**src/rtl/dmem_pkg.sv**
```systemverilog
// Shared types and helpers for the data-memory arbiter.
package dmem_pkg;

    localparam int unsigned NUM_PORTS = 2;

    typedef logic [0:0] port_id_t;

    typedef struct packed {
        logic        we;
        logic [31:0] addr;
        logic [31:0] wdata;
        logic [3:0]  be;
    } mem_req_t;

    // Byte address to word index, wrapping modulo depth (depth is a power of 2).
    function automatic int unsigned word_idx(input logic [31:0] addr, input int unsigned depth);
        return (addr >> 2) & (depth - 1);
    endfunction

endpackage

```
**src/rtl/dmem_arbiter_if.sv**
```systemverilog
// Requester-side request/response bus plus the memory-macro side of the arbiter.
interface dmem_arbiter_if #(
    parameter int unsigned ADDR_W = 32,
    parameter int unsigned DEPTH  = 32
);
    localparam int unsigned IDX_W = $clog2(DEPTH);

    logic [1:0]        req_valid;
    logic [1:0]        req_ready;
    logic [1:0]        req_we;
    logic [ADDR_W-1:0] req_addr0;
    logic [ADDR_W-1:0] req_addr1;
    logic [31:0]       req_wdata0;
    logic [31:0]       req_wdata1;
    logic [3:0]        req_be0;
    logic [3:0]        req_be1;

    logic [1:0]        rsp_valid;
    logic [31:0]       rsp_rdata;
    logic              rsp_err;

    logic              mem_en;
    logic              mem_we;
    logic [IDX_W-1:0]  mem_addr;
    logic [31:0]       mem_wdata;
    logic [3:0]        mem_be;
    logic [31:0]       mem_rdata;

    // Arbiter view.
    modport slave (
        input  req_valid, req_we, req_addr0, req_addr1, req_wdata0, req_wdata1,
        input  req_be0, req_be1, mem_rdata,
        output req_ready, rsp_valid, rsp_rdata, rsp_err,
        output mem_en, mem_we, mem_addr, mem_wdata, mem_be
    );

    // Requesters plus memory macro view.
    modport master (
        output req_valid, req_we, req_addr0, req_addr1, req_wdata0, req_wdata1,
        output req_be0, req_be1, mem_rdata,
        input  req_ready, rsp_valid, rsp_rdata, rsp_err,
        input  mem_en, mem_we, mem_addr, mem_wdata, mem_be
    );

endinterface

```
**src/rtl/rr_burst_arb.sv**
```systemverilog
// Two-port round-robin arbiter with a bounded burst hold; owns last_grant and burst_cnt.
module rr_burst_arb
    import dmem_pkg::*;
#(
    parameter int unsigned MAX_BURST = 4
) (
    input  logic                 clk,
    input  logic                 reset,
    input  logic [NUM_PORTS-1:0] req_valid,
    output logic [NUM_PORTS-1:0] grant
);

    localparam int unsigned CNT_W = $clog2(MAX_BURST + 1);

    port_id_t         last_grant_q;
    logic [CNT_W-1:0] burst_cnt_q;
    port_id_t         winner;

    // A zero count means no burst is in progress, so a tie goes to the port that did not
    // win last; this is what makes port 0 win the first tie out of reset.
    always_comb begin
        grant = '0;
        unique case (req_valid)
            2'b01: grant = 2'b01;
            2'b10: grant = 2'b10;
            2'b11: begin
                if (burst_cnt_q != '0 && burst_cnt_q < CNT_W'(MAX_BURST)) begin
                    grant[last_grant_q] = 1'b1;
                end else begin
                    grant[~last_grant_q] = 1'b1;
                end
            end
            default: grant = '0;
        endcase
    end

    assign winner = port_id_t'(grant[1]);

    always_ff @(posedge clk or negedge reset) begin
        if (!reset) begin
            last_grant_q <= port_id_t'(1'b1);
            burst_cnt_q  <= '0;
        end else if (grant != '0) begin
            if (winner == last_grant_q) begin
                if (burst_cnt_q < CNT_W'(MAX_BURST)) begin
                    burst_cnt_q <= burst_cnt_q + CNT_W'(1);
                end
            end else begin
                last_grant_q <= winner;
                burst_cnt_q  <= CNT_W'(1);
            end
        end else begin
            burst_cnt_q <= '0;
        end
    end

endmodule

```
**src/rtl/dmem_arbiter.sv**
```systemverilog
// Two-requester arbiter in front of a synchronous-read data memory.
// Define DMEM_ALIGN_CHECK_EN to reject misaligned requests with rsp_err instead of accessing memory.
module dmem_arbiter
    import dmem_pkg::*;
#(
    parameter int unsigned ADDR_W    = 32,
    parameter int unsigned DEPTH     = 32,
    parameter int unsigned MAX_BURST = 4
) (
    input  logic           clk,
    input  logic           reset,
    dmem_arbiter_if.slave  bus
);

    localparam int unsigned IDX_W = $clog2(DEPTH);

    logic [NUM_PORTS-1:0] grant;
    port_id_t             sel;
    mem_req_t             req;
    logic                 xfer;
    logic                 misalign;

    logic [NUM_PORTS-1:0] rsp_valid_q;
    logic                 rsp_load_q;
    logic                 rsp_err_q;

    rr_burst_arb #(
        .MAX_BURST (MAX_BURST)
    ) u_arb (
        .clk       (clk),
        .reset     (reset),
        .req_valid (bus.req_valid),
        .grant     (grant)
    );

    assign bus.req_ready = grant;
    assign xfer          = |grant;
    assign sel           = port_id_t'(grant[1]);

    always_comb begin
        req.we = bus.req_we[sel];
        if (sel == port_id_t'(1'b1)) begin
            req.addr  = 32'(bus.req_addr1);
            req.wdata = bus.req_wdata1;
            req.be    = bus.req_be1;
        end else begin
            req.addr  = 32'(bus.req_addr0);
            req.wdata = bus.req_wdata0;
            req.be    = bus.req_be0;
        end
    end

`ifdef DMEM_ALIGN_CHECK_EN
    assign misalign = xfer &&
                      ((req.be == 4'hF && req.addr[1:0] != 2'b00) ||
                       ((req.be == 4'h3 || req.be == 4'hC) && req.addr[0]));
`else
    assign misalign = 1'b0;
`endif

    assign bus.mem_en    = xfer & ~misalign;
    assign bus.mem_we    = bus.mem_en & req.we;
    assign bus.mem_addr  = IDX_W'(word_idx(req.addr, DEPTH));
    assign bus.mem_wdata = req.wdata;
    assign bus.mem_be    = req.be;

    always_ff @(posedge clk or negedge reset) begin
        if (!reset) begin
            rsp_valid_q <= '0;
            rsp_load_q  <= 1'b0;
            rsp_err_q   <= 1'b0;
        end else begin
            rsp_valid_q <= grant;
            rsp_load_q  <= xfer & ~req.we & ~misalign;
            rsp_err_q   <= misalign;
        end
    end

    // Read data arrives from the macro in the response cycle; gating keeps it zero otherwise.
    assign bus.rsp_valid = rsp_valid_q;
    assign bus.rsp_rdata = rsp_load_q ? bus.mem_rdata : 32'h0;
    assign bus.rsp_err   = rsp_err_q;

endmodule
```
**src/flat_wrapper.sv**
```systemverilog
// flat-port wrapper written by rule: the top's interface ports become plain ports
module dmem_arbiter_flat import dmem_pkg::*;
#(
    parameter int unsigned ADDR_W    = 32,
    parameter int unsigned DEPTH     = 32,
    parameter int unsigned MAX_BURST = 4
)
  (clk, reset, bus_req_valid, bus_req_we, bus_req_addr0, bus_req_addr1, bus_req_wdata0, bus_req_wdata1, bus_req_be0, bus_req_be1, bus_mem_rdata, bus_req_ready, bus_rsp_valid, bus_rsp_rdata, bus_rsp_err, bus_mem_en, bus_mem_we, bus_mem_addr, bus_mem_wdata, bus_mem_be);
  dmem_arbiter_if #(.ADDR_W(ADDR_W), .DEPTH(DEPTH)) bus_i ();
  input  logic clk;
  input  logic reset;
  input wire logic [$bits(bus_i.req_valid)-1:0] bus_req_valid;
  input wire logic [$bits(bus_i.req_we)-1:0] bus_req_we;
  input wire logic [$bits(bus_i.req_addr0)-1:0] bus_req_addr0;
  input wire logic [$bits(bus_i.req_addr1)-1:0] bus_req_addr1;
  input wire logic [$bits(bus_i.req_wdata0)-1:0] bus_req_wdata0;
  input wire logic [$bits(bus_i.req_wdata1)-1:0] bus_req_wdata1;
  input wire logic [$bits(bus_i.req_be0)-1:0] bus_req_be0;
  input wire logic [$bits(bus_i.req_be1)-1:0] bus_req_be1;
  input wire logic [$bits(bus_i.mem_rdata)-1:0] bus_mem_rdata;
  output wire logic [$bits(bus_i.req_ready)-1:0] bus_req_ready;
  output wire logic [$bits(bus_i.rsp_valid)-1:0] bus_rsp_valid;
  output wire logic [$bits(bus_i.rsp_rdata)-1:0] bus_rsp_rdata;
  output wire logic [$bits(bus_i.rsp_err)-1:0] bus_rsp_err;
  output wire logic [$bits(bus_i.mem_en)-1:0] bus_mem_en;
  output wire logic [$bits(bus_i.mem_we)-1:0] bus_mem_we;
  output wire logic [$bits(bus_i.mem_addr)-1:0] bus_mem_addr;
  output wire logic [$bits(bus_i.mem_wdata)-1:0] bus_mem_wdata;
  output wire logic [$bits(bus_i.mem_be)-1:0] bus_mem_be;
  assign bus_i.req_valid = bus_req_valid;
  assign bus_i.req_we = bus_req_we;
  assign bus_i.req_addr0 = bus_req_addr0;
  assign bus_i.req_addr1 = bus_req_addr1;
  assign bus_i.req_wdata0 = bus_req_wdata0;
  assign bus_i.req_wdata1 = bus_req_wdata1;
  assign bus_i.req_be0 = bus_req_be0;
  assign bus_i.req_be1 = bus_req_be1;
  assign bus_i.mem_rdata = bus_mem_rdata;
  assign bus_req_ready = bus_i.req_ready;
  assign bus_rsp_valid = bus_i.rsp_valid;
  assign bus_rsp_rdata = bus_i.rsp_rdata;
  assign bus_rsp_err = bus_i.rsp_err;
  assign bus_mem_en = bus_i.mem_en;
  assign bus_mem_we = bus_i.mem_we;
  assign bus_mem_addr = bus_i.mem_addr;
  assign bus_mem_wdata = bus_i.mem_wdata;
  assign bus_mem_be = bus_i.mem_be;
  dmem_arbiter #(.ADDR_W(ADDR_W), .DEPTH(DEPTH), .MAX_BURST(MAX_BURST)) u_core (.clk(clk), .reset(reset), .bus(bus_i));
endmodule
```
**config.mk**
```make
export PLATFORM = sky130hd
export DESIGN_NAME = dmem_arbiter_flat
export DESIGN_NICKNAME = d
export VERILOG_FILES = /design/src/rtl/dmem_pkg.sv /design/src/rtl/dmem_arbiter_if.sv /design/src/rtl/rr_burst_arb.sv /design/src/rtl/dmem_arbiter.sv /design/src/flat_wrapper.sv
export SDC_FILE = /design/constraint.sdc
export NUM_CORES = 1
export LEC_CHECK = 0
export CAP_MARGIN = 20
export CORE_AREA = 4 4 96 98
export CTS_CLUSTER_SIZE = 25
export DETAILED_ROUTE_END_ITERATION = 12
export DIE_AREA = 0 0 100 102
export GPL_ROUTABILITY_DRIVEN = 0
export PLACE_DENSITY = 0.7
export SLEW_MARGIN = 0
export SYNTH_ARGS = -nofsm -noshare
export SYNTH_HDL_FRONTEND = slang
export SYNTH_SLANG_ARGS = --single-unit
```
**constraint.sdc**
```tcl
create_clock -name clk -period 7.7 [get_ports clk]
set_input_delay 1.925 -clock clk [delete_from_list [all_inputs] [get_ports clk]]
set_output_delay 1.925 -clock clk [all_outputs]
set_load 0.1 [all_outputs]
```
# == Word-level counts from Yosys, hierarchy flattened ==
# Index checks and enable logic that the tools add are counted.
# Widths: inputs -> output; s select.
# totals
word_cells,41
reg_bits,7
# op_classes
order_cmp,6
muxes,13
add_sub_neg,1
n_reduce_logical,7
n_eq_ne,5
n_bitwise,5
# op_table
op,n
$mux 43,1
$mux 32,1
$mux 3,3
$lt 1x2->1 const B,3
$pmux 2 s3,1
$eq 2x2->1 const B,2
$mux 1,4
$add 3x1->3 const B,1
$logic_and 1x1->1,3
$lt 3x3->1 const B,1
$ne 3x2->1 const B,1
$not 1->1,3
$reduce_bool 3->1,1
$and 1x1->1,2
$demux 1 s1,2
$eq 2x1->1 const B,1
$ge 1x1->1 const B,2
$mux 2,1
$reduce_and 2->1,1
$reduce_bool 2->1,1
$reduce_or 2->1,1
$eq 1x1->1,1

# == Longest topological paths before layout ==
# Gate-level depths: netlist of run 1.
# logic_depth
ltp_word,11
depth_mapped,7
ltp_nobuf,6

# == Hierarchy ==
# A second synthesis of run 1 with hierarchy kept.
# unflattened
cells_unflattened,123
hier_area_um2,1318.8
# by_module_without_submodules
mod,area_per_inst_um2,cells_per_inst,instances,seq_area_each_um2
dmem_arbiter,1019.7,93,1,75.1
rr_burst_arb,299.0,30,1,101.3

# == Worst setup path before layout of run 1 ==
# Ideal clock, no wire load.
# synth_path
path_kind,input to output
start,input port bus_req_valid[0]
end,output port bus_mem_we
path_slack_ns,1.966
arrival_ns,3.809
required_time_ns,5.775
path_stages,6
n_path_buf,2
cell_sequence,buf_2 -> or4b_4 -> nand3_4 -> buf_8 -> inv_2 -> a32o_1
# synth_via
elab_chain_cells,5
elab_cells_between_ends,8
# synth_lines
element,line,text
start: declaration,flat_wrapper.sv:12,input wire logic [$bits(bus_i.req_valid)-1:0] bus_req_valid;
$eq 2x2->1 or $eq 2x1->1 (tied branches),rr_burst_arb.sv:23,unique case (req_valid)
$pmux 2 s3 (*),rr_burst_arb.sv:23,
via bus_req_ready[1],flat_wrapper.sv:21,output wire logic [$bits(bus_i.req_ready)-1:0] bus_req_ready;
$mux 1 (not written as such) (2 in a row),dmem_arbiter.sv:41,req.we = bus.req_we[sel];
$and 1x1->1 (*),dmem_arbiter.sv:62,assign bus.mem_we = bus.mem_en & req.we;
end: declaration,flat_wrapper.sv:26,output wire logic [$bits(bus_i.mem_we)-1:0] bus_mem_we;
# The timed path passes the listed nets; every way through them passes the cells marked *. The select of a mux whose other input is x is not followed.

# == Worst setup path in the final report of run 1 ==
# layout_path
start,input port bus_req_valid[0]
end,output port bus_mem_we
# layout_via
elab_chain_cells,5
elab_cells_between_ends,8
# layout_lines
element,line
$eq 2x2->1 or $eq 2x1->1 (tied branches),rr_burst_arb.sv:23
$pmux 2 s3 (*),rr_burst_arb.sv:23
$mux 1 (not written as such) (2 in a row),dmem_arbiter.sv:41
$and 1x1->1 (*),dmem_arbiter.sv:62
# Every way passes the cells marked *; elsewhere a longest branch is shown, timed or not. The select of a mux whose other input is x is not followed.

==> flow_summary.toml, run 1 <==
[run_status]
status = "finished, final reports clean"

[setup_path]
critical-path-slowest-cell = "clkdlybuf4s50_1"
worst-path-max-fanout = 9
r2r_slack_ns = 6.02
startpoint = "bus_req_valid[0]"
cp-end-kind = "output port"
crit_end = "bus_mem_we"
r2r.worst_path.cells = 6
arrival_ns = 4.40
cpPeakStageDelay_ns = 0.96
crit_chain = "clkdlybuf4s50_1 > or4b_4 > nand3_4 > inv_2 > a32o_1 > clkdlybuf4s50_1"
cp_top_family = "buffers and inverters"
regToRegStartpoint = "u_core.u_arb.burst_cnt_q[0]"
start_kind = "input pin"
rr_endpoint = "u_core.rsp_load_q"
cp_common_cell = "clkdlybuf4s50_1"
worst-path-stages = 6
critPathRequiredTime_ns = 5.78
critPathKind = "in2out"
path_buf_inv = 3

[power_and_ir_drop]
p_per_area_mw_per_mm2 = 303
leakagePower_nw = 1.27
max-vdd-ir-drop_v = 0.000148

[floorplan]
die_x_um = 100
rows = 34
dieHeight_um = 102
die_area_mm2 = 0.0102
core_mm2 = 0.00847
io_pins = 254
start_util = 0.136

[synthesis]
synthTopCellsByCount = "mux2_2, and2_1, dfrtp_1, nor2_1, mux2_1"
synthTopCellsByArea = "mux2_2, and2_1, dfrtp_1"
syn_nets = 300
async_flop_share = 1.00
synthesis.area_mm2 = 0.00115
synth_top_area_frac = 0.361
synth_ff_type = "dfrtp_1"
yosys.area_share.adder = 0.0217
avgSynthCellArea_um2 = 9.30
synth.largest_area_cell = "mux2_2"
syn_inst = 124
synth-compound-area-share = 0.0564
ys_warn_count = 0
synth_top_family_by_area = "multiplexers"
yosysSeqAreaShare = 0.153
synth_edf_count = 0
synthXorXnorAreaFrac = 0.00759
ys_ff_latch = 7
synthSimpleGateAreaFrac = 0.239
synthMuxAreaShare = 0.427
yosysUniqueCellTypes = 29
yosysMostFrequentCell = "mux2_2"

[routing]
drc = 0
vias_per_cell = 3.86
wl_met3_um = 780
vias = 1635
drt_first_pass_iters = 2
first_iter_violations = 44
wl_per_cell_um = 13.6
met1_length_um = 1940
antenna_left = 0
routed_wl_um = 5770
met2_length_um = 2980
route.top_layer_used = "met4"

[layout]
syn2layout_area_growth_pct = 172
final_area_mm2 = 0.00313
seq_area_um2 = 176
drive_gt1_frac = 0.275
final_nets = 493
fillers = 843
n_antenna_cell = 0
multiInputGateArea_um2 = 871

[cts]
cts-htree-levels = 1
numCtsBuffers = 3
ctsResizeCount = 0
cts_tree = "yes"
clock_path_buffers = 2
cts-root-buf = "clkbuf_8"
clkTransAtPathRegs_ns = 0.04
clkLatencyLatePin_ns = 0.22
clock_sinks = 7
holdBufCountCts = 0
postCtsSetupBuffers = 0

[timing]
fin_skew_ns = 0.00209
max_slew_margin = 0.326
whs_ns = 0.563
finalCritPeriodShare = 0.821
max_freq_mhz = 158
rsz0062_at_grt = "no"
hold_viol = 0
tightest_slew_ns = 1.01
setup_viol = 0
tns_ns = 0
drv_slew = 0
fin_crit_ns = 6.32

[grt]
grt_max_degree = 42
antenna_found_initial = 0
grt-ovfl-total = 0
grt_pass1_vias = 1548
grt_pass1_wl_um = 7650
track_usage = 0.0929

[place]
io_buffers = 198
dpl_cell_area_mm2 = 0.00309
hpwl_um = 5210

[hold_path]
hp-class = "reg2reg"

[run]
maxCapViolCount = 0
==> where the power goes <==
group	switching, mW	internal, mW
Sequential	0.0179	0.0495
Combinational	0.608	0.225
Clock	0.0132	0.0356
Total	0.639	0.310
==> layout make-up <==
| class | instances | area share |
|---|---|---|
| Sequential cell | 7 | 0.0563 |
| Clock buffer | 4 | 0.0144 |
| Tap cell | 108 | 0.0431 |
| Timing Repair Buffer | 199 | 0.602 |
| Inverter | 5 | 0.00599 |
| Multi-Input combinational cell | 101 | 0.278 |
==> tightest hold or removal path: stages, from the launching register on <==
cell and delay [ns]:
dfstp_2 0.39, nor2_1 0.08, o21ai_0 0.07
==> placed cells by master (no fill, tap or decap), drive strengths merged, types with 2 or more instances in the layout <==
master and instances:
nor2 6, and2 33, nand3 2, ha 2, o21ai 3, mux2 42, mux2i 2, dfrtp 6
clkbuf 4, inv 5, clkdlybuf4s50 157, buf 42
==> cells by family (layout without fill, tap and decap cells) <==
kind of cell | Yosys count | in the layout
and+or+nand+nor | 44 | 44
other | 1 | 1
DFF | 7 | 7
AOI/OAI and AO/OA | 9 | 9
xor gates and xnor gates | 1 | 1
muxes | 44 | 44
adders and majority gates | 2 | 2
buffers and inverters | 16 | 208
==> registers in the layout (all words and copies together), names as in the netlist <==
register                   cells
u_core.u_arb.burst_cnt_q       3
u_core.bus.rsp_valid           2
u_core.rsp_load_q              1
u_core.u_arb.last_grant_q      1
==> metal layers <==
metal | vias to the layer above | GRT usage
met5 | - | 0
met2 | 118 | 0.178
li1 | 804 | -
met1 | 707 | 0.0999
met3 | 6 | 0.0287
met4 | 0 | 0.0207
==> per-stage QoR <==
step            util  power (mW)  worst slack [ns]  cells
2_1_floorplan      -       0.721              1.97    124
3_3_place_gp   0.365       0.901              1.39    420
3_5_place_dp   0.365       0.905              1.37    420
4_1_cts        0.370       0.957              1.37    424
5_1_grt        0.370       0.985              1.30    424
6_report       0.370       0.949              1.38    424
==> how the worst min path moves through the flow <==
stage	start	to	slack, ns	cells after the start
2_1_floorplan	u_core.u_arb.burst_cnt_q[1]	u_core.u_arb.burst_cnt_q[1]	0.52	2
3_3_place_gp	u_core.u_arb.burst_cnt_q[1]	u_core.u_arb.burst_cnt_q[1]	0.55	2
3_5_place_dp	u_core.u_arb.last_grant_q	u_core.u_arb.last_grant_q	0.56	2
4_1_cts	u_core.u_arb.last_grant_q	u_core.u_arb.last_grant_q	0.57	2
5_1_grt	u_core.u_arb.last_grant_q	u_core.u_arb.last_grant_q	0.61	2
6_report	u_core.u_arb.last_grant_q	u_core.u_arb.last_grant_q	0.56	2
(Power assumes the default switching activity.)
==> run 2: changes to the inputs <==
==> constraint.sdc (replaced) <==
create_clock -name clk -period 6.5 [get_ports clk]
set_input_delay 1.625 -clock clk [delete_from_list [all_inputs] [get_ports clk]]
set_output_delay 1.625 -clock clk [all_outputs]
set_load 0.1 [all_outputs]
==> run 2 against run 1 <==
Largest power group unchanged. Final cell count down 0.24%. First-iteration DRC count down 41%. Via count up 1.8%. Highest routed layer unchanged. Global-route usage down 0.053 points. Clock power up 20%. Largest cell class unchanged. Sequential power up 20%. Utilization down 0.18 points. Clock-buffer cell count unchanged. Non-clock buffer count down 1. Cell area down 0.48%. Register-to-register slack worse by 1.7 ns.
==> flow_summary.toml, run 2 (same netlist as run 1, synthesis figures left out) <==
[grt]
track_usage = 0.0924
antenna_found_initial = 0
grt-ovfl-total = 0
grt_pass1_wl_um = 7600
grt_pass1_vias = 1608
grt_max_degree = 43

[power_and_ir_drop]
p_switching_uw = 757
p_seq_frac = 0.072
p_per_area_mw_per_mm2 = 360
leakagePower_nw = 1.27
p_clk_frac = 0.052
max-vdd-ir-drop_v = 0.000161
comb_power_share = 0.875
swShare = 0.675
intPower_uw = 364

[place]
io_buffers = 198
hpwl_um = 5160

[routing]
antenna_left = 0
first_iter_violations = 26
drc = 0
drt_first_pass_iters = 2
wl_per_cell_um = 13.4
vias_per_cell = 3.94
routed_wl_um = 5680
vias = 1665

[layout]
final_nets = 492
seq_area_um2 = 176
utilization = 0.368
n_antenna_cell = 0
multiInputGateArea_um2 = 871
fillers = 841
final_common_cell = "clkdlybuf4s50_1"
largest_reg_flops = 3
regMostFlops = "u_core.u_arb.burst_cnt_q"
drive_gt1_frac = 0.283
final_cell_mix = "clkdlybuf4s50_1, buf_4, mux2_2"
syn2layout_area_growth_pct = 170

[setup_path]
rr_endpoint = "u_core.rsp_load_q"
r2r_slack_ns = 4.35
worst-path-max-fanout = 42
cp-end-kind = "output port"
critical-path-slowest-cell = "clkdlybuf4s50_1"
cp_top_family = "simple AND/OR/NAND/NOR gates"
startpoint = "bus_req_valid[0]"
cpPeakStageDelay_ns = 0.63
start_kind = "input pin"
arrival_ns = 3.94
r2r.worst_path.cells = 6
critPathRequiredTime_ns = 4.88
path_buf_inv = 2
regToRegStartpoint = "u_core.u_arb.burst_cnt_q[0]"
critPathKind = "in2out"
crit_chain = "clkdlybuf4s50_1 > or4b_4 > nand3_4 > mux2_2 > buf_4"

[cts]
holdBufCountCts = 0
clock_path_buffers = 2
clkTransAtPathRegs_ns = 0.04
cts-root-buf = "clkbuf_8"
postCtsSetupBuffers = 0
cts-htree-levels = 1
cts_tree = "yes"
clkLatencyLatePin_ns = 0.22
ctsResizeCount = 0
numCtsBuffers = 3
clock_sinks = 7

[floorplan]
dieHeight_um = 102
start_util = 0.136
die_x_um = 100
die_area_mm2 = 0.0102
rows = 34
io_pins = 254
core_mm2 = 0.00847

[timing]
drv_slew = 0
finalCritPeriodShare = 0.856
max_freq_mhz = 180
fin_crit_ns = 5.56
max_slew_margin = 0.326
hold_viol = 0
tns_ns = 0
tightest_slew_ns = 1.01
setup_viol = 0
fin_skew_ns = 0.000757
rsz0062_at_grt = "no"

[hold_path]
hp-start = "u_core.u_arb.last_grant_q"
min_to = "u_core.u_arb.last_grant_q"
hp-class = "reg2reg"
hold_depth = 2

[run]
maxCapViolCount = 0

[run_status]
status = "finished, final reports clean"
[run 2: changes by cell type in the layout (fill, tap and decap cells not counted), sizes merged]
cell / previous run / this run
clkdlybuf4s50: 157 / 154
buf: 42 / 44
[run 2: layer usage]
layer / global-route usage / vias up / part of all wire
met5: 0 / - / 0
met3: 0.0232 / 4 / 0.12
li1: - / 808 / -
met2: 0.182 / 116 / 0.52
met1: 0.0992 / 737 / 0.35
met4: 0.0187 / 0 / 0.0055
[run 2: worst register-to-register path, stage by stage (launching register included)]
cell      delay [ns]
dfrtp_1         0.39
inv_1           0.08
ha_1            0.26
or4b_4          0.52
nand3_4         0.45
inv_2           0.12
a211oi_2        0.24
[run 2: worst max-delay path by stage]
stage,to,slack [ns],cells past startpoint
2_1_floorplan,bus_mem_we,1.37,6
3_3_place_gp,bus_mem_wdata[27],0.95,5
3_5_place_dp,bus_mem_wdata[27],0.92,5
4_1_cts,bus_mem_wdata[27],0.91,5
5_1_grt,bus_mem_wdata[21],0.83,5
6_report,bus_mem_wdata[27],0.94,5
[run 2: power by group through the flow]
stage	Combinational (mW)	Sequential (mW)	Clock, mW
5_1_grt	1.01	0.0847	0.0632
4_1_cts	0.989	0.0814	0.0601
3_3_place_gp	0.983	0.0807	0
3_5_place_dp	0.986	0.0823	0
2_1_floorplan	0.763	0.0915	0
6_report	0.982	0.0809	0.0587
[run 2: stage by stage]
| step | std cells | hold WS [ns] | worst slack, ns | cell area, µm² | power [mW] |
|---|---|---|---|---|---|
| 2_1_floorplan | 124 | 0.516 | 1.37 | 1150 | 0.855 |
| 3_3_place_gp | 419 | 0.551 | 0.947 | 3070 | 1.06 |
| 3_5_place_dp | 419 | 0.555 | 0.923 | 3070 | 1.07 |
| 4_1_cts | 423 | 0.559 | 0.912 | 3120 | 1.13 |
| 5_1_grt | 423 | 0.605 | 0.832 | 3120 | 1.16 |
| 6_report | 423 | 0.562 | 0.935 | 3120 | 1.12 |
[run 2: layout make-up]
class / instances / share of cell area
multi-input combinational: 101 / 0.279
clock buffer: 4 / 0.0144
inverter: 5 / 0.00602
tap: 108 / 0.0433
sequential: 7 / 0.0566
timing repair buffer: 198 / 0.600
==> RTL change 1 (settings of run 2) <==
Make the reset (`reset`) synchronous in 2 clocked blocks.
--- a/src/rtl/rr_burst_arb.sv
+++ b/src/rtl/rr_burst_arb.sv
@@ -36,7 +36,7 @@
 
     assign winner = port_id_t'(grant[1]);
 
-    always_ff @(posedge clk or negedge reset) begin
+    always_ff @(posedge clk) begin
         if (!reset) begin
             last_grant_q <= port_id_t'(1'b1);
             burst_cnt_q  <= '0;
--- a/src/rtl/dmem_arbiter.sv
+++ b/src/rtl/dmem_arbiter.sv
@@ -64,7 +64,7 @@
     assign bus.mem_wdata = req.wdata;
     assign bus.mem_be    = req.be;
 
-    always_ff @(posedge clk or negedge reset) begin
+    always_ff @(posedge clk) begin
         if (!reset) begin
             rsp_valid_q <= '0;
             rsp_load_q  <= 1'b0;
Function: differs if reset is asserted again (counterexample within 4 cycles, from zero or initial values and one cycle with reset low); with reset held inactive, the same outputs for 10 cycles.
==> RTL change 1 against run 2 <==
Clock skew grew 0.0036 ns; setup slack lost 0.075 ns; sequential cell count is the same; area after synthesis grew 2.2%; synthesized cell count grew 4.0%; wire length grew 6.6%; fmax shrank 1.3%; cell area grew 0.20%.
Power is not compared: it rests on default switching activity, and its combinational part moved more than twofold at a synthesized area within 25%.
==> RTL change 1: results (changes against run 2) <==
| Metric | Value |
|---|---|
| Grt met3 use | `4.778% (+2.5 points)` |
| R2R depth | `5 (-1)` |
| Main synth FF type | `dfxtp_1` |
| Synth Net Count | `305 (+1.7%)` |
| Critical path fanouts, max | `44 (+4.8%)` |
| Met2 GRT Util | `21.75% (+3.5 points)` |
| Met3 WL | `1.030 mm (+49%)` |
| Starting DRT DRC Count | `32 (+23%)` |
| Library cells used by synthesis | `32 (+10%)` |
| Vias in the first global route | `1,788 (+11%)` |
| Proportion of layout cells with a drive suffix above 1 | `31.03% (+2.8 points)` |
| First-pass GRT wire length | `8.680 mm (+14%)` |
| Worst path max stage delay | `0.67 ns (+0.04 ns)` |
| Fill count | `834 (-0.83%)` |
| Initial antenna violation count | `1 (+1)` |
| Reg2reg end | `u_core.bus.rsp_valid[0]` |
| M1 WL | `1.947 mm (-2.2%)` |
| Ys async rst share | `0% (-100 points)` |
| Vias per inst | `4.019 (+2.1%)` |
| Global Route Usage Sum | `10.72% (+1.5 points)` |
| Dpl cell area | `3079 µm² (+0.20%)` |
| Pre-antenna DRT Iters | `4 (+2)` |
| Worst R2R Setup Slack | `4.40 ns (+0.05 ns)` |
| Grt met1 use | `9.894% (-0.024 points)` |
| Worst-margin pin slew | `1.008 ns (+0.0002264 ns)` |
| Met2 WL | `3.038 mm (+2.7%)` |
| Commonest cells in the netlist | `mux2_2, and2_1, dfxtp_1` |
| Top cells by area, synth | `mux2_2, and2_1, dfxtp_1` |
| Status | `completed` |
| Sequential element share of the synthesized area | `11.89% (-3.4 points)` |
| Worst hold start | `u_core.u_arb.burst_cnt_q[0]` |
| Setup crit end | `bus_mem_wdata[24]` |
| Pin count of the biggest net entering global routing | `45 (+4.7%)` |
| Worst Hold Path EP | `u_core.u_arb.burst_cnt_q[0]` |
| CP Data Arrival Time | `4.02 ns (+0.08 ns)` |
| R2R Path Start | `u_core.u_arb.burst_cnt_q[0]` |
[RTL change 1: cell count changes after synthesis, sizes merged, moves of 2 or more]
cell,run 2,this run
dfxtp,0,7
o21ai,3,1
nor2,6,4
nand3b,0,2
or2,0,2
dfrtp,6,0
buf,7,9
[RTL change 1: where the power goes]
group          internal, W  leakage [nW]  switching, W  total [W]
Clock            0.0000424        0.0228     0.0000181  0.0000604
Combinational     0.000150          1.16      0.000337   0.000487
Sequential       0.0000458        0.0577    0.00000496  0.0000508
Total             0.000238          1.24      0.000360   0.000598
[RTL change 1: kinds of logic after synthesis]
logic type / after synthesis / synth area share [%]
AO/OA/AOI/OAI: 9 / 5.944
adder cells (fa/ha/maj): 2 / 2.123
buffers and inverters: 16 / 10.51
flip-flops: 7 / 11.89
multiplexers: 44 / 41.83
other: 1 / 0.3182
AND/OR/NAND/NOR: 50 / 27.39
[RTL change 1: through the flow]
| step | total power (W) | worst slack, ns | hold WS (ns) | utilization (%) | instances |
|---|---|---|---|---|---|
| 5_1_grt | 0.0006190 | 0.7725 | 0.6008 | 36.91 | 427 |
| 2_1_floorplan | 0.0004048 | 1.576 | 0.4905 | - | 129 |
| 6_report | 0.0005977 | 0.8599 | 0.5611 | 36.91 | 427 |
| 3_5_place_dp | 0.0005415 | 0.8310 | 0.5579 | 36.37 | 423 |
| 4_1_cts | 0.0006046 | 0.8322 | 0.5619 | 36.91 | 427 |
| 3_3_place_gp | 0.0005390 | 0.8794 | 0.5123 | 36.37 | 423 |
[RTL change 1: final cells by class]
cell class,count,share of cell area (%)
timing repair buffer,198,59.83
sequential,7,4.485
multi-input combinational,106,29.28
clock buffer,4,1.442
tap,108,4.325
inverter,4,0.6408
==> RTL change 2 (settings of run 2) <==
Without the edit above. The option `DMEM_ALIGN_CHECK_EN` is turned on by a define.
--- a/src/rtl/dmem_arbiter.sv
+++ b/src/rtl/dmem_arbiter.sv
@@ -1,5 +1,7 @@
 // Two-requester arbiter in front of a synchronous-read data memory.
 // Define DMEM_ALIGN_CHECK_EN to reject misaligned requests with rsp_err instead of accessing memory.
+`define DMEM_ALIGN_CHECK_EN
+
 module dmem_arbiter
     import dmem_pkg::*;
 #(
Check against the original RTL: not equivalent (Yosys sat finds a counterexample within 4 cycles, from zero or initial values and one cycle with reset low).
==> RTL change 2 against run 2 <==
Count of clock-buffer cells in the layout unchanged; largest cell class unchanged; fmax increased by 5.1%; cell area grew 22%; total power grew 43%; setup slack improved by 0.27 ns; worst hold slack worse by 0.027 ns; wire length up 11%; sequential cell count is 1 higher; area after synthesis rose by 2.7%; first-iteration DRC count grew 100%.
==> RTL change 2: results (changes against run 2) <==
| Metric | Value |
|---|---|
| Synth Net Count | `392 (+31%)` |
| Grt met1 use | `9.926% (about the same)` |
| CTS-repair resized insts | `0 (unchanged)` |
| Proportion of layout cells with a drive suffix above 1 | `13.08% (-15 points)` |
| Clock transition at path regs | `0.04 ns (about the same)` |
| Global Route Usage Sum | `11.12% (+1.9 points)` |
| Layout Skew | `0.004685 ns (+0.003928 ns)` |
| Top cells by area, synth | `nand2_1, and2_1, dfrtp_1` |
| Antenna fix cells | `0 (unchanged)` |
| Vias per inst | `3.952 (+0.40%)` |
| Ys Warns | `0 (unchanged)` |
| Sequential element share of the synthesized area | `17.00% (+1.7 points)` |
| H-tree levels | `1 (unchanged)` |
| DP Wirelength | `5.605 mm (+8.6%)` |
| Mapped Cells | `216 (+74%)` |
| First-pass GRT wire length | `9.163 mm (+21%)` |
| Port Buf Inserts | `203 (+2.5%)` |
| Clock Path Buffers | `2 (unchanged)` |
| R2R depth | `7 (+1)` |
| Ys async rst share | `100.0% (unchanged)` |
| Worst R2R Setup Slack | `4.30 ns (-0.05 ns)` |
| Final wirelength | `6.302 mm (+11%)` |
| Vias in the first global route | `1,975 (+23%)` |
| Pre-antenna DRT Iters | `4 (+2)` |
| Reg2reg end | `u_core.rsp_load_q` |
| Hold depth | `2 (unchanged)` |
| Worst-margin pin slew | `0.9885 ns (-0.01888 ns)` |
| Status | `completed` |
| Worst hold start | `u_core.u_arb.last_grant_q` |
| Met2 GRT Util | `23.24% (+5.0 points)` |
| CP Data Arrival Time | `3.67 ns (-0.27 ns)` |
| Number of post-CTS setup repair buffers | `0 (unchanged)` |
| Nets | `590 (+20%)` |
| Main synth FF type | `dfrtp_1` |
| Library cells used by synthesis | `28 (-3.4%)` |
| Type of the most critical hold path | `reg -> reg` |
| VDD IR-drop max | `0.0001619 V (+0.39%)` |
| Commonest cells in the netlist | `nand2_1, and2_1, nor2_1` |
| LEAKAGE | `1.716 nW (+35%)` |
| Initial antenna violation count | `0 (unchanged)` |
| Critical path fanouts, max | `25 (-40%)` |
| Number of flip-flops in the largest register | `3 (unchanged)` |
| Num CTS Buffers | `3 (unchanged)` |
| Top reg by flops | `u_core.u_arb.burst_cnt_q` |
| Mean routed wirelength per cell | `12.10 µm (-9.8%)` |
| Worst Hold Path EP | `u_core.u_arb.last_grant_q` |
| Starting DRT DRC Count | `53 (+100%)` |
| Clk_lat worst skew | `about 0.23 ns` |
| R2R Path Start | `u_core.u_arb.burst_cnt_q[0]` |
| Grt met3 use | `4.164% (+1.8 points)` |
| Pin count of the biggest net entering global routing | `48 (+12%)` |
| Clk root buf | `clkbuf_8` |
## RTL change 2: changes by cell type after synthesis, moves of 3 or more
| cell | change |
|---|---|
| buf_6 | -3 |
| mux2_1 | -5 |
| nand2_1 | +125 |
| mux2_2 | -37 |
| buf_2 | +3 |
## RTL change 2: cell families after synthesis
kind of cell / Yosys count / synth area share [%]
multiplexers: 1 / 0.8448
AND/OR/NAND/NOR: 174 / 64.10
AO/OA/AOI/OAI: 13 / 8.343
flip-flops: 8 / 17.00
buffers and inverters: 16 / 6.124
XOR/XNOR: 2 / 1.479
adder cells (fa/ha/maj): 2 / 2.112
## RTL change 2: metal layers
metal / share of wire (%) / wire length [µm]
met2: 55 / 3463
met4: 0.90 / 57
met1: 31 / 1932
met5: 0 / 0
met3: 13 / 847
## RTL change 2: worst max path at each step
stage                startpoint          endpoint  slack (ns)  cells after the start
5_1_grt        bus_req_valid[0]  bus_req_ready[0]        1.07                      7
2_1_floorplan  bus_req_valid[0]        bus_mem_en         1.0                      5
4_1_cts        bus_req_valid[0]  bus_req_ready[0]        1.17                      7
3_3_place_gp   bus_req_valid[0]  bus_req_ready[0]        1.19                      7
3_5_place_dp   bus_req_valid[0]  bus_req_ready[0]        1.19                      7
6_report       bus_req_valid[0]        bus_mem_en        1.20                      7
## RTL change 2: report_power, final
group	internal, W	leakage (nW)	switching (W)
Clock	0.0000423	0.0228	0.0000178
Combinational	0.000461	1.59	0.000999
Sequential	0.0000668	0.0989	0.0000202
Total	0.000571	1.72	0.00104
## RTL change 2: per-stage QoR
step	worst slack (ns)	power, W	area (µm²)	hold slack, ns
detailed placement	1.186	0.001559	3747	0.5370
CTS	1.172	0.001622	3792	0.5416
global placement	1.189	0.001548	3747	0.5128
global route	1.071	0.001668	3792	0.5635
finish	1.204	0.001607	3792	0.5343
floorplan	0.9956	0.001040	1185	0.4974
## RTL change 2: area by class of cell
type,count,area (µm²)
Tap cell,108,135.1
Timing Repair Buffer,205,2485
Sequential cell,8,201.4
Fill cell,826,4673
Multi-Input combinational cell,192,910.9
Inverter,4,15.01
Clock buffer,4,45.04
## RTL change 2: critical path, cell delays in order
cell	delay, ns
clkdlybuf4s50_1	0.53
or4b_1	0.47
nand3_2	0.12
buf_4	0.27
o21ai_0	0.19
o22ai_1	0.25
buf_12	0.22
